[src/rtl/dual_cam_wr_arbiter_if.sv]
// Bundle between the two camera capture channels and the frame-buffer write port.
// Optional drop counters appear when ARB_DROP_CNT_EN is defined.
interface dual_cam_wr_arbiter_if #(
    parameter int ADDR_W = 20
);
    logic [1:0]        cam_en;
    logic              cam0_we;
    logic [ADDR_W-1:0] cam0_addr;
    logic [11:0]       cam0_data;
    logic              cam1_we;
    logic [ADDR_W-1:0] cam1_addr;
    logic [11:0]       cam1_data;
    logic              err_clr;
    logic              wr_en;
    logic [ADDR_W-1:0] wr_addr;
    logic [11:0]       wr_data;
    logic              busy;
    logic [1:0]        ovf;
    logic [1:0]        range_err;
`ifdef ARB_DROP_CNT_EN
    logic [15:0]       drop_cnt0;
    logic [15:0]       drop_cnt1;

    modport master (
        output cam_en, cam0_we, cam0_addr, cam0_data, cam1_we, cam1_addr, cam1_data, err_clr,
        input  wr_en, wr_addr, wr_data, busy, ovf, range_err, drop_cnt0, drop_cnt1
    );
    modport slave (
        input  cam_en, cam0_we, cam0_addr, cam0_data, cam1_we, cam1_addr, cam1_data, err_clr,
        output wr_en, wr_addr, wr_data, busy, ovf, range_err, drop_cnt0, drop_cnt1
    );
`else
    modport master (
        output cam_en, cam0_we, cam0_addr, cam0_data, cam1_we, cam1_addr, cam1_data, err_clr,
        input  wr_en, wr_addr, wr_data, busy, ovf, range_err
    );
    modport slave (
        input  cam_en, cam0_we, cam0_addr, cam0_data, cam1_we, cam1_addr, cam1_data, err_clr,
        output wr_en, wr_addr, wr_data, busy, ovf, range_err
    );
`endif
endinterface

[src/rtl/dual_cam_wr_arbiter.sv]
// Two per-camera FIFOs feeding one frame-buffer write port through a round-robin arbiter.
// Define ARB_DROP_CNT_EN to add saturating per-camera dropped-pixel counters.
module dual_cam_wr_arbiter #(
    parameter int FRAME_PIXELS = 307200,
    parameter int CAM1_BASE    = 307201,
    parameter int FIFO_DEPTH   = 4,
    parameter int ADDR_W       = 20
) (
    input logic                 pclk,
    input logic                 rst,
    dual_cam_wr_arbiter_if.slave bus
);
    localparam int PW = (FIFO_DEPTH > 1) ? $clog2(FIFO_DEPTH) : 1;
    localparam int CW = PW + 1;
    localparam int EW = ADDR_W + 12;

    logic [1:0]        cam_we;
    logic [ADDR_W-1:0] cam_addr [2];
    logic [11:0]       cam_data [2];

    logic [EW-1:0]     mem_q [2][FIFO_DEPTH];
    logic [EW-1:0]     mem_d [2][FIFO_DEPTH];
    logic [PW-1:0]     wp_q [2], wp_d [2], rp_q [2], rp_d [2];
    logic [CW-1:0]     cnt_q [2], cnt_d [2];
    logic              last_q, last_d;
    logic              wr_en_q, wr_en_d;
    logic [ADDR_W-1:0] wr_addr_q, wr_addr_d;
    logic [11:0]       wr_data_q, wr_data_d;
    logic [1:0]        ovf_q, ovf_d, rerr_q, rerr_d;

    logic [1:0]        elig, pop, push, range_hit, ovf_hit;
    logic              gnt_valid, gnt_sel;
    logic [EW-1:0]     head;

    assign cam_we      = {bus.cam1_we, bus.cam0_we};
    assign cam_addr[0] = bus.cam0_addr;
    assign cam_addr[1] = bus.cam1_addr;
    assign cam_data[0] = bus.cam0_data;
    assign cam_data[1] = bus.cam1_data;

    // A disabled camera is never granted; its FIFO is being flushed instead.
    always_comb begin
        for (int n = 0; n < 2; n++) begin
            elig[n] = bus.cam_en[n] && (cnt_q[n] != '0);
        end
        gnt_valid = |elig;
        gnt_sel   = (&elig) ? ~last_q : elig[1];
        pop       = {gnt_valid & gnt_sel, gnt_valid & ~gnt_sel};
        last_d    = gnt_valid ? gnt_sel : last_q;
        head      = mem_q[gnt_sel][rp_q[gnt_sel]];
    end

    always_comb begin
        wr_en_d   = gnt_valid;
        wr_addr_d = wr_addr_q;
        wr_data_d = wr_data_q;
        if (gnt_valid) begin
            wr_data_d = head[11:0];
            wr_addr_d = gnt_sel ? head[EW-1:12] + ADDR_W'(CAM1_BASE) : head[EW-1:12];
        end
    end

    // A full FIFO popped in the same cycle still accepts the push.
    always_comb begin
        mem_d = mem_q;
        for (int n = 0; n < 2; n++) begin
            range_hit[n] = cam_we[n] && bus.cam_en[n] && (cam_addr[n] > ADDR_W'(FRAME_PIXELS));
            ovf_hit[n]   = cam_we[n] && bus.cam_en[n] && !range_hit[n]
                           && (cnt_q[n] == CW'(FIFO_DEPTH)) && !pop[n];
            push[n]      = cam_we[n] && bus.cam_en[n] && !range_hit[n] && !ovf_hit[n];
            wp_d[n]  = wp_q[n];
            rp_d[n]  = rp_q[n];
            cnt_d[n] = cnt_q[n];
            if (!bus.cam_en[n]) begin
                wp_d[n]  = '0;
                rp_d[n]  = '0;
                cnt_d[n] = '0;
            end else begin
                if (push[n]) begin
                    mem_d[n][wp_q[n]] = {cam_addr[n], cam_data[n]};
                    wp_d[n] = wp_q[n] + PW'(1);
                end
                if (pop[n]) begin
                    rp_d[n] = rp_q[n] + PW'(1);
                end
                cnt_d[n] = cnt_q[n] + CW'(push[n]) - CW'(pop[n]);
            end
        end
        ovf_d  = (bus.err_clr ? 2'b00 : ovf_q) | ovf_hit;
        rerr_d = (bus.err_clr ? 2'b00 : rerr_q) | range_hit;
    end

    always_ff @(posedge pclk) begin
        if (rst) begin
            for (int n = 0; n < 2; n++) begin
                wp_q[n]  <= '0;
                rp_q[n]  <= '0;
                cnt_q[n] <= '0;
            end
            last_q    <= 1'b1;
            wr_en_q   <= 1'b0;
            wr_addr_q <= '0;
            wr_data_q <= '0;
            ovf_q     <= '0;
            rerr_q    <= '0;
        end else begin
            for (int n = 0; n < 2; n++) begin
                wp_q[n]  <= wp_d[n];
                rp_q[n]  <= rp_d[n];
                cnt_q[n] <= cnt_d[n];
            end
            last_q    <= last_d;
            wr_en_q   <= wr_en_d;
            wr_addr_q <= wr_addr_d;
            wr_data_q <= wr_data_d;
            ovf_q     <= ovf_d;
            rerr_q    <= rerr_d;
        end
    end

    always_ff @(posedge pclk) begin
        mem_q <= mem_d;
    end

    assign bus.wr_en     = wr_en_q;
    assign bus.wr_addr   = wr_addr_q;
    assign bus.wr_data   = wr_data_q;
    assign bus.busy      = (cnt_q[0] != '0) || (cnt_q[1] != '0);
    assign bus.ovf       = ovf_q;
    assign bus.range_err = rerr_q;

`ifdef ARB_DROP_CNT_EN
    logic [15:0] dcnt_q [2], dcnt_d [2];
    logic [1:0]  drop;

    // err_clr wins over the old count, but a drop in the same cycle still counts once.
    always_comb begin
        drop = range_hit | ovf_hit;
        for (int n = 0; n < 2; n++) begin
            dcnt_d[n] = dcnt_q[n];
            if (bus.err_clr) begin
                dcnt_d[n] = drop[n] ? 16'd1 : 16'd0;
            end else if (drop[n] && (dcnt_q[n] != 16'hFFFF)) begin
                dcnt_d[n] = dcnt_q[n] + 16'd1;
            end
        end
    end

    always_ff @(posedge pclk) begin
        if (rst) begin
            dcnt_q[0] <= '0;
            dcnt_q[1] <= '0;
        end else begin
            dcnt_q[0] <= dcnt_d[0];
            dcnt_q[1] <= dcnt_d[1];
        end
    end

    assign bus.drop_cnt0 = dcnt_q[0];
    assign bus.drop_cnt1 = dcnt_q[1];
`endif
endmodule

[src/flat_wrapper.sv]
// flat-port wrapper written by rule: the top's interface ports become plain ports
module dual_cam_wr_arbiter_flat 
#(
    parameter int FRAME_PIXELS = 307200,
    parameter int CAM1_BASE    = 307201,
    parameter int FIFO_DEPTH   = 4,
    parameter int ADDR_W       = 20
)
  (pclk, rst, bus_cam_en, bus_cam0_we, bus_cam0_addr, bus_cam0_data, bus_cam1_we, bus_cam1_addr, bus_cam1_data, bus_err_clr, bus_wr_en, bus_wr_addr, bus_wr_data, bus_busy, bus_ovf, bus_range_err);
  dual_cam_wr_arbiter_if #(.ADDR_W(ADDR_W)) bus_i ();
  input logic pclk;
  input logic rst;
  input wire logic [$bits(bus_i.cam_en)-1:0] bus_cam_en;
  input wire logic [$bits(bus_i.cam0_we)-1:0] bus_cam0_we;
  input wire logic [$bits(bus_i.cam0_addr)-1:0] bus_cam0_addr;
  input wire logic [$bits(bus_i.cam0_data)-1:0] bus_cam0_data;
  input wire logic [$bits(bus_i.cam1_we)-1:0] bus_cam1_we;
  input wire logic [$bits(bus_i.cam1_addr)-1:0] bus_cam1_addr;
  input wire logic [$bits(bus_i.cam1_data)-1:0] bus_cam1_data;
  input wire logic [$bits(bus_i.err_clr)-1:0] bus_err_clr;
  output wire logic [$bits(bus_i.wr_en)-1:0] bus_wr_en;
  output wire logic [$bits(bus_i.wr_addr)-1:0] bus_wr_addr;
  output wire logic [$bits(bus_i.wr_data)-1:0] bus_wr_data;
  output wire logic [$bits(bus_i.busy)-1:0] bus_busy;
  output wire logic [$bits(bus_i.ovf)-1:0] bus_ovf;
  output wire logic [$bits(bus_i.range_err)-1:0] bus_range_err;
  assign bus_i.cam_en = bus_cam_en;
  assign bus_i.cam0_we = bus_cam0_we;
  assign bus_i.cam0_addr = bus_cam0_addr;
  assign bus_i.cam0_data = bus_cam0_data;
  assign bus_i.cam1_we = bus_cam1_we;
  assign bus_i.cam1_addr = bus_cam1_addr;
  assign bus_i.cam1_data = bus_cam1_data;
  assign bus_i.err_clr = bus_err_clr;
  assign bus_wr_en = bus_i.wr_en;
  assign bus_wr_addr = bus_i.wr_addr;
  assign bus_wr_data = bus_i.wr_data;
  assign bus_busy = bus_i.busy;
  assign bus_ovf = bus_i.ovf;
  assign bus_range_err = bus_i.range_err;
  dual_cam_wr_arbiter #(.FRAME_PIXELS(FRAME_PIXELS), .CAM1_BASE(CAM1_BASE), .FIFO_DEPTH(FIFO_DEPTH), .ADDR_W(ADDR_W)) u_core (.pclk(pclk), .rst(rst), .bus(bus_i));
endmodule
[config.mk]
export PLATFORM = sky130hd
export DESIGN_NAME = dual_cam_wr_arbiter_flat
export DESIGN_NICKNAME = d
export VERILOG_FILES = /design/src/rtl/dual_cam_wr_arbiter_if.sv /design/src/rtl/dual_cam_wr_arbiter.sv /design/src/flat_wrapper.sv
export SDC_FILE = /design/constraint.sdc
export NUM_CORES = 1
export LEC_CHECK = 0
export CELL_PAD_IN_SITES_DETAIL_PLACEMENT = 1
export CELL_PAD_IN_SITES_GLOBAL_PLACEMENT = 2
export CORE_MARGIN = 4
export CORE_UTILIZATION = 41
export DETAILED_ROUTE_END_ITERATION = 10
export PLACE_DENSITY_LB_ADDON = 0.3
export SETUP_SLACK_MARGIN = 0.5
export SLEW_MARGIN = 10
export SYNTH_ARGS = -nofsm -noshare
export SYNTH_HDL_FRONTEND = slang
export SYNTH_SLANG_ARGS = --single-unit
[constraint.sdc]
create_clock -name pclk -period 4.9 [get_ports pclk]
set_input_delay 1.225 -clock pclk [delete_from_list [all_inputs] [get_ports pclk]]
set_output_delay 1.225 -clock pclk [all_outputs]
set_load 0.01 [all_outputs]
=== Word level (Yosys, flattened, before mapping) ===
Memories as Yosys holds them, arrays and structs flattened.
Cells that the tools add are included.
Widths: inputs -> output; s select.

* Flip-flop bits (word level): 294
* Bits in writable memories: 14
* Output and inout bits: 38
* Word-level logic and storage cells: 116
* Memories kept: 3

* $add $sub $neg: 9
* Magnitude comparators: 8
* Equal/unequal tests: 2
* Mux-type cells: 35
* Bitwise logic cells: 16
* Reduce and logical (&&, ||, !) cells: 29

{| class="wikitable"
|+ Memory list
! memory !! words !! width !! rd ports !! clocked after memory_dff !! write ports !! line !! text
|-
| u_core.cnt_q || 2 || 3 || 2 || 0 || 2 || dual_cam_wr_arbiter.sv:24 || <nowiki>logic [CW-1:0] cnt_q [2], cnt_d [2];</nowiki>
|-
| u_core.rp_q || 2 || 2 || 3 || 0 || 2 || dual_cam_wr_arbiter.sv:23 || <nowiki>logic [PW-1:0] wp_q [2], wp_d [2], rp_q [2], rp_d [2];</nowiki>
|-
| u_core.wp_q || 2 || 2 || 2 || 0 || 2 || dual_cam_wr_arbiter.sv:23 ||
|}

{| class="wikitable"
|+ Operators with widths
! operator !! number
|-
| $mux 128 || 3
|-
| $bwmux 128 || 2
|-
| $demux 32 s2 || 2
|-
| $mux 32 || 4
|-
| $bmux 32 s2 || 1
|-
| $gt 20x19->1 const B || 2
|-
| $mux 2 || 14
|-
| $add 20x19->20 const B || 1
|-
| $mux 20 || 1
|-
| $logic_and 1x1->1 || 16
|-
| $mux 3 || 4
|-
| $ge 3x3->1 const B || 3
|-
| $not 2->3 || 3
|-
| $add 2x1->2 const B || 4
|-
| $add 3x1->3 || 2
|-
| $eq 3x3->1 const B || 2
|-
| $logic_not 1->1 || 6
|-
| $lt 3x1->1 const B || 2
|-
| $or 1x1->1 || 6
|-
| $reduce_and 2->1 || 3
|-
| $reduce_bool 3->1 || 2
|-
| $sub 3x1->3 || 2
|-
| $mux 1 || 4
|-
| $or 2x2->2 || 2
|-
| 6 further kinds || 8
|}

=== Depth between registers and ports, before layout ===
Gate-level depths: netlist of run 1.

* Depth in word-level cells: 14
* Gate-level depth with buffers: 14

=== Least setup slack after synthesis of run 1 ===
Ideal clock, no wire load.

* Kind: in2reg
* Start point: input port bus_cam_en[0]
* End point: memory u_core.cnt_q[0][4] in the netlist's numbering
* Library setup time: 0.115 ns
* Arrival: 3.685 ns
* Data required time: 4.785 ns
* Path slack: 1.100 ns
* Stages on the path: 13
* Cells stage by stage: buf_2 > o311ai_2 > nand2_2 > buf_6 > inv_1 > buf_2 > clkbuf_1 > buf_1 > ha_1 > inv_1 > ha_1 > fa_1 > and3_1

{| class="wikitable"
|+ RTL lines
! what !! line !! text
|-
| from (decl) || flat_wrapper.sv:13 || <nowiki>input wire logic [$bits(bus_i.cam_en)-1:0] bus_cam_en;</nowiki>
|-
| to (decl) || dual_cam_wr_arbiter.sv:24 ||
|}

=== Worst setup path in the final report of run 1 ===
* Start point: input port bus_cam_en[1]
* End point: register u_core.wr_addr_q[16], in the netlist u_core.bus.wr_addr[16]

* Cells in the longest elaborated chain, start to end: 12
* Elaborated cells on any way between the ends: 15
* Those cells by class: 1 x add/sub; 8 x mux; 2 x bitwise; 3 x reduce/logical; 1 x memory

{| class="wikitable"
|+ Ends and longest elaborated chain
! what !! line !! text
|-
| $logic_and 1x1->1 * || dual_cam_wr_arbiter.sv:44 || <nowiki>elig[n] = bus.cam_en[n] && (cnt_q[n] != '0);</nowiki>
|-
| $reduce_and 2->1 || dual_cam_wr_arbiter.sv:47 || <nowiki>gnt_sel = (&elig) ? ~last_q : elig[1];</nowiki>
|-
| $mux 1 || dual_cam_wr_arbiter.sv:47 ||
|-
| $not 1->2 (implied by the code) || dual_cam_wr_arbiter.sv:50 || <nowiki>head = mem_q[gnt_sel][rp_q[gnt_sel]];</nowiki>
|-
| $mux 128 (implied by the code) (3 in a row) || dual_cam_wr_arbiter.sv:50 ||
|-
| $bmux 32 s2 || dual_cam_wr_arbiter.sv:50 ||
|-
| $mux 32 (implied by the code) (2 in a row) || dual_cam_wr_arbiter.sv:50 ||
|-
| $add 20x19->20 || dual_cam_wr_arbiter.sv:59 || <nowiki>wr_addr_d = gnt_sel ? head[EW-1:12] + ADDR_W'(CAM1_BASE) : head[EW-1:12];</nowiki>
|-
| $mux 20 || dual_cam_wr_arbiter.sv:59 ||
|-
| to (signal assigned) || dual_cam_wr_arbiter.sv:114 || <nowiki>wr_addr_q <= wr_addr_d;</nowiki>
|-
| to (decl) || dual_cam_wr_arbiter.sv:27 || <nowiki>logic [ADDR_W-1:0] wr_addr_q, wr_addr_d;</nowiki>
|}

Every way passes the cells marked *; elsewhere a longest branch is shown, timed or not. The select of a mux whose other input is x is not followed.
A chain may end at the register's enable or synchronous reset.

==> impl_metrics.env, run 1 <==
export IMPL_status="finished clean"
export IMPL_ys_types=64
export IMPL_rrSetupSlack_ns=1.43
export IMPL_synthesis_area_sq_um=12800
export IMPL_finalSetupViolations=0
export IMPL_synth_xor_area_frac=0.0158
export IMPL_first_iter_violations=585
export IMPL_synth_simple_area_share=0.129
export IMPL_synth_area_leaders="edfxtp_1 (60%), dfxtp_1 (8.1%), mux4_2 (5.5%), nand2_1 (4.8%), nand3_1 (3.7%)"
export IMPL_synth_most_common_cell="edfxtp_1"
export IMPL_yosysWarnings=0
export IMPL_slew_viol_final=0
export IMPL_postCtsSetupBuffers=0
export IMPL_dieWidth_microns=185
export IMPL_cp_arrival_ns=4.38
export IMPL_start_util=0.417
export IMPL_synth_edf_count=256
export IMPL_dp_hpwl_microns=22200
export IMPL_clockRootBuffer="clkbuf_16"
export IMPL_core_area_sq_um=30700
export IMPL_period_share=0.815
export IMPL_placementRows=64
export IMPL_wl_met3_microns=1460
export IMPL_max_slew_margin_rel=0.341
export IMPL_syn_area_per_cell_sq_um=13.7
export IMPL_max_vdd_ir_drop_mv=0.182
export IMPL_fp_dieArea_sq_um=34000
export IMPL_ant_nets=0
export IMPL_crit_path_end_kind="flop"
export IMPL_ys_flop_type="edfxtp_1"
export IMPL_yosys_area_share_adder=0.0159
export IMPL_wl_per_cell_microns=23.3
export IMPL_synth_mux_area_frac=0.0764
export IMPL_min_path_type="reg -> reg"
export IMPL_cp_start_kind="input pin"
export IMPL_drive_gt1_frac=0.117
export IMPL_grt_setup_unrepaired="no"
export IMPL_final_nets=1145
export IMPL_met1Wirelength_microns=15600
export IMPL_wl_microns=34400
export IMPL_clock_sinks=308
export IMPL_path_class="in -> reg"
export IMPL_grt_overflow=0
export IMPL_power_total_uw=5940
export IMPL_grt_pass1_wl_microns=52500
export IMPL_area_growth_synth_to_final_pct=21.5
export IMPL_synth_common_cells="edfxtp_1 (256), nand2_1 (164), nand3_1 (95), dfxtp_1 (52), nor2_1 (39)"
export IMPL_synth_top_family_by_area="simple AND/OR/NAND/NOR gates"
export IMPL_worst_slew_pin_transition_ns=0.979
export IMPL_vias_per_cell=5.49
export IMPL_dpl_cell_area_sq_um=14500
export IMPL_synth_seq_area_share=0.683
export IMPL_critPathMaxFanout=10
export IMPL_drc=0
export IMPL_crit_required_ns=5.29
export IMPL_htree_levels=2
export IMPL_clockBufferDepth=3
export IMPL_syn_inst=932
export IMPL_fin_area_sq_um=15500
export IMPL_power_density_nw_per_um2=383
export IMPL_drtPass1Iterations=5
export IMPL_nFillCells=3044
export IMPL_synth_top_area_frac=0.602
export IMPL_async_reset_ff_frac=0
export IMPL_synth_compound_gate_area_share=0.0550
export IMPL_insertion_delay_ns=0.51
export IMPL_tns_ns=0
export IMPL_diodes=0
export IMPL_vias=8109
export IMPL_ctsHoldBuffers=0
export IMPL_synth_nets=1018
export IMPL_cts_tree="yes"
export IMPL_worst_clock_skew_ns=0.0143
export IMPL_hold_violations=0
export IMPL_yosysTopAreaCell="edfxtp_1"
export IMPL_boundaryPins=109
export IMPL_grt_pass1_vias=8575
export IMPL_cts_inserted_buffers=35
export IMPL_antenna_found_initial=0
export IMPL_grt_max_degree=53
export IMPL_wl_met2_microns=16700
export IMPL_fmax_ghz=0.251
export IMPL_grtUsageTotal=0.205
export IMPL_clk_pin_slew_worst_paths_ns=0.06
export IMPL_ys_ff_latch=308
export IMPL_dr_max_layer_used="met4"
export IMPL_die_h_microns=185
export IMPL_gp_congestion=0.839
export IMPL_maxCapViolCount=0
export IMPL_leakage_uw=0.00524
export IMPL_port_buffers=108
export IMPL_post_route_min_period_ns=3.99
export IMPL_cts_resized=0
[cell usage in the layout (no fill, tap or decap), types with 22 or more instances in the layout]
cell type,netlist,layout
edfxtp_1,256,256
a21oi_1,22,22
nand3_1,95,95
clkdlybuf4s50_1,0,108
mux4_2,31,31
o21ai_0,22,22
inv_1,27,27
nor2_1,39,39
clkbuf_16,0,35
dfxtp_1,52,52
nand2_1,164,164
[kinds of logic (layout without fill, tap and decap cells)]
group / count (synthesis) / in the layout
simple gates: 358 / 358
flops: 308 / 308
compound gates: 97 / 97
buf+inv: 74 / 223
mux: 57 / 57
xor+xnor: 23 / 23
fa+ha+maj: 15 / 15
[per-layer routing]
metal  vias up  track usage
met5         -            0
met4         0       0.0535
met3        49       0.0308
met2       176        0.340
met1      4147        0.287
li1       3737            -
[sequential cells by signal (all words and copies together) (netlist names)]
register,flops
u_core.rp_q,4
u_core.last_q,1
u_core.bus.wr_addr,20
u_core.bus.range_err,2
u_core.bus.wr_data,12
u_core.cnt_q,6
u_core.bus.wr_en,1
u_core.mem_q,256
u_core.wp_q,4
u_core.bus.ovf,2
[metrics by stage]
step	std cells	hold WS, ns	util	worst slack [ns]
2_1_floorplan	932	0.476	-	1.10
3_3_place_gp	1418	0.444	0.471	0.523
3_5_place_dp	1418	0.456	0.471	0.414
4_1_cts	1477	0.464	0.506	0.915
5_1_grt	1477	0.488	0.506	0.671
6_report	1477	0.460	0.506	0.908
[critical path, cell delays in order]
cell and delay, ns:
clkdlybuf4s50_1 0.52, o31a_1 0.40, nand3_2 0.26, nand2_4 0.23, mux2i_1 0.31, mux2i_4 0.14, inv_1 0.14, ha_1 0.31
and3_1 0.23, o21bai_1 0.08, and4_1 0.20, a311o_1 0.30
[cell type report]
type	count	area (sq um)	share of cell area
multi-input cells	550	3730	0.241
inverters	27	101	0.00653
flip-flops and latches	308	8730	0.562
clock inverters	15	149	0.00959
clock buffers	44	920	0.0592
well taps	396	495	0.0319
repair buffers	137	1400	0.0901
[path summary, 6_finish.rpt]
kind,from,end,depth (start not counted)
hold reg to reg,u_core.bus.wr_addr[11],u_core.bus.wr_addr[11],2
setup / recovery,bus_cam_en[1],u_core.bus.wr_addr[16],12
hold / removal,u_core.bus.wr_addr[11],u_core.bus.wr_addr[11],2
setup reg to reg,u_core.cnt_q[0][2],u_core.bus.wr_addr[16],11
[power breakdown]
| part | internal, uW | leakage, uW | switching (uW) |
|---|---|---|---|
| clock network | 1480 | 0.000522 | 976 |
| registers | 2890 | 0.00273 | 44.2 |
| logic | 243 | 0.00199 | 304 |
| total | 4620 | 0.00524 | 1320 |
Note: power is estimated with default switching activity, not from simulation.
==> run 2: changes to the inputs <==
--- a/config.mk
+++ b/config.mk
@@ -8,7 +8,7 @@
 export CELL_PAD_IN_SITES_DETAIL_PLACEMENT = 1
 export CELL_PAD_IN_SITES_GLOBAL_PLACEMENT = 2
 export CORE_MARGIN = 4
-export CORE_UTILIZATION = 41
+export CORE_UTILIZATION = 37
 export DETAILED_ROUTE_END_ITERATION = 10
 export PLACE_DENSITY_LB_ADDON = 0.3
 export SETUP_SLACK_MARGIN = 0.5
==> constraint.sdc (replaced) <==
create_clock -name pclk -period 3.2 [get_ports pclk]
set_input_delay 0.8 -clock pclk [delete_from_list [all_inputs] [get_ports pclk]]
set_output_delay 0.8 -clock pclk [all_outputs]
set_load 0.01 [all_outputs]
==> impl_metrics.env, run 2 (synthesized netlist as in run 1, its figures left out) <==
export IMPL_status="finished clean"
export IMPL_min_path_type="reg -> reg"
export IMPL_drc=0
export IMPL_worst_path_buf_inv=2
export IMPL_clockRootBuffer="clkbuf_16"
export IMPL_wl_microns=37100
export IMPL_worst_slew_pin_transition_ns=0.539
export IMPL_die_h_microns=194
export IMPL_grt_setup_unrepaired="yes"
export IMPL_grt_overflow=0
export IMPL_drtPass1Iterations=5
export IMPL_fp_dieArea_sq_um=37600
export IMPL_grtUsageTotal=0.194
export IMPL_timing_rr_start="u_core.cnt_q[0][2]"
export IMPL_holdWs_ns=0.448
export IMPL_clock_sinks=308
export IMPL_leakage_uw=0.00605
export IMPL_fin_area_sq_um=17200
export IMPL_dieWidth_microns=194
export IMPL_vias_per_cell=5.24
export IMPL_crit_slowest_cell="o311a_4"
export IMPL_largest_register_ffs=256
export IMPL_holdPathStages=2
export IMPL_hp_start="u_core.bus.wr_addr[6]"
export IMPL_r2r_end="u_core.bus.wr_addr[17]"
export IMPL_start_util=0.378
export IMPL_placementRows=67
export IMPL_crit_required_ns=3.59
export IMPL_ant_nets=0
export IMPL_area_growth_synth_to_final_pct=34.5
export IMPL_dp_hpwl_microns=25200
export IMPL_dr_max_layer_used="met4"
export IMPL_period_share=0.854
export IMPL_antenna_found_initial=0
export IMPL_crit_family="compound AO/OA/AOI/OAI gates"
export IMPL_fmax_ghz=0.366
export IMPL_grt_max_degree=49
export IMPL_dpl_cell_area_sq_um=15600
export IMPL_htree_levels=2
export IMPL_grt_pass1_vias=9359
export IMPL_max_slew_margin_rel=0.641
export IMPL_grt_pass1_wl_microns=56800
export IMPL_final_nets=1278
export IMPL_slew_viol_final=0
export IMPL_ff2ff_path_depth=11
export IMPL_power_total_uw=9430
export IMPL_path_cells="o311a_4, buf_4, nor3_1, buf_4, o21ai_0, a21oi_2, a211oi_4, nand2_2, o2111ai_1, o211a_1, a311o_1"
export IMPL_met1Wirelength_microns=16700
export IMPL_first_iter_violations=477
export IMPL_clockBufferDepth=3
export IMPL_maxCapViolCount=0
export IMPL_diodes=0
export IMPL_crit_path_end_kind="flop"
export IMPL_cts_tree="yes"
export IMPL_critPathMaxFanout=6
export IMPL_post_route_min_period_ns=2.73
export IMPL_wl_met2_microns=18200
export IMPL_fin_util=0.509
export IMPL_power_density_nw_per_um2=549
export IMPL_cp_arrival_ns=3.12
export IMPL_clk_pin_slew_worst_paths_ns=0.06
export IMPL_cp_start_kind="flop"
export IMPL_boundaryPins=109
export IMPL_port_buffers=108
export IMPL_vias=8729
export IMPL_final_common_cell="edfxtp_1"
export IMPL_place_worst_setup_slack_ns=-0.681
export IMPL_hold_violations=0
export IMPL_path_class="reg -> reg"
export IMPL_worst_clock_skew_ns=0.0187
export IMPL_wl_per_cell_microns=22.3
export IMPL_core_area_sq_um=33800
export IMPL_max_vdd_ir_drop_mv=0.391
export IMPL_top_register="u_core.mem_q"
export IMPL_insertion_delay_ns=0.51
export IMPL_gp_congestion=0.854
export IMPL_cts_inserted_buffers=36
export IMPL_rrSetupSlack_ns=0.47
export IMPL_critPathMaxStageDelay_ns=0.40
export IMPL_layout_setup_ws_ns=0.467
export IMPL_path_common_cell="buf_4"
export IMPL_layout_common_cells="edfxtp_1 (256), nand2_1 (160), buf_4 (136), nand3_1 (94), clkdlybuf4s50_1 (79)"
export IMPL_drive_gt1_frac=0.276
export IMPL_worstHoldEndpoint="u_core.bus.wr_addr[6]"
export IMPL_finalSetupViolations=0
export IMPL_wl_met3_microns=1590
## run 2: report_power, final
| group | leakage, uW | internal (uW) | switching [uW] |
|---|---|---|---|
| Sequential | 0.00273 | 4430 | 63.4 |
| Clock | 0.000547 | 2320 | 1570 |
| Combinational | 0.00277 | 507 | 540 |
## run 2: final cells by class
cell class	instances	area [sq um]
fill	3359	16600
sequential	308	8740
multi-input combinational	550	4120
timing repair buffer	269	2530
clock buffer	52	991
tap	448	561
clock inverter	13	130
inverter	27	104
## run 2: worst register-to-register path: stages (launching register included)
cell and delay, ns:
dfxtp_4 0.37, o311a_4 0.40, buf_4 0.16, nor3_1 0.21, buf_4 0.19, o21ai_0 0.13, a21oi_2 0.23, a211oi_4 0.07
nand2_2 0.21, o2111ai_1 0.18, o211a_1 0.16, a311o_1 0.31
## run 2: worst max path at each step
stage	start	to	slack [ns]	cells past startpoint
after CTS	bus_cam1_addr[4]	u_core.cnt_q[0][4]	0.48	12
after global placement	bus_cam1_addr[0]	u_core.cnt_q[0][4]	-0.58	12
after global routing	u_core.cnt_q[0][0]	u_core.bus.wr_addr[8]	0.32	12
final	u_core.cnt_q[0][2]	u_core.bus.wr_addr[17]	0.47	11
after detailed placement	bus_cam1_addr[0]	u_core.cnt_q[0][4]	-0.68	12
after floorplan	bus_cam_en[0]	u_core.bus.wr_addr[16]	0.27	11
## run 2: through the flow
stage          TNS [ns]  cells
6_report              0   1667
5_1_grt               0   1667
4_1_cts               0   1654
3_5_place_dp    -102.09   1585
3_3_place_gp     -84.15   1585
2_1_floorplan         0    932
## run 2: layer usage
metal  track usage  vias to the layer above
met2         0.329                      220
met4        0.0430                        0
met3        0.0266                       44
li1              -                     4013
met5             0                        -
met1         0.270                     4452
## run 2: repair_timing
action | in CTS | in global routing
setup buffers | 4 | 12
endpoints found under the setup margin | 295 | 239
pin swaps | 23 | 28
gates resized for setup | 68 | 56
gates cloned | 0 | 1
hold buffers | 0 | 0
==> run 3: changes to the inputs <==
--- a/config.mk
+++ b/config.mk
@@ -5,6 +5,7 @@
 export SDC_FILE = /design/constraint.sdc
 export NUM_CORES = 1
 export LEC_CHECK = 0
+export ABC_CLOCK_PERIOD_IN_PS = 3200
 export CELL_PAD_IN_SITES_DETAIL_PLACEMENT = 1
 export CELL_PAD_IN_SITES_GLOBAL_PLACEMENT = 2
 export CORE_MARGIN = 4
==> results of run 3 <==
No change in the layout: final DEF, timing and power equal those of run 2.
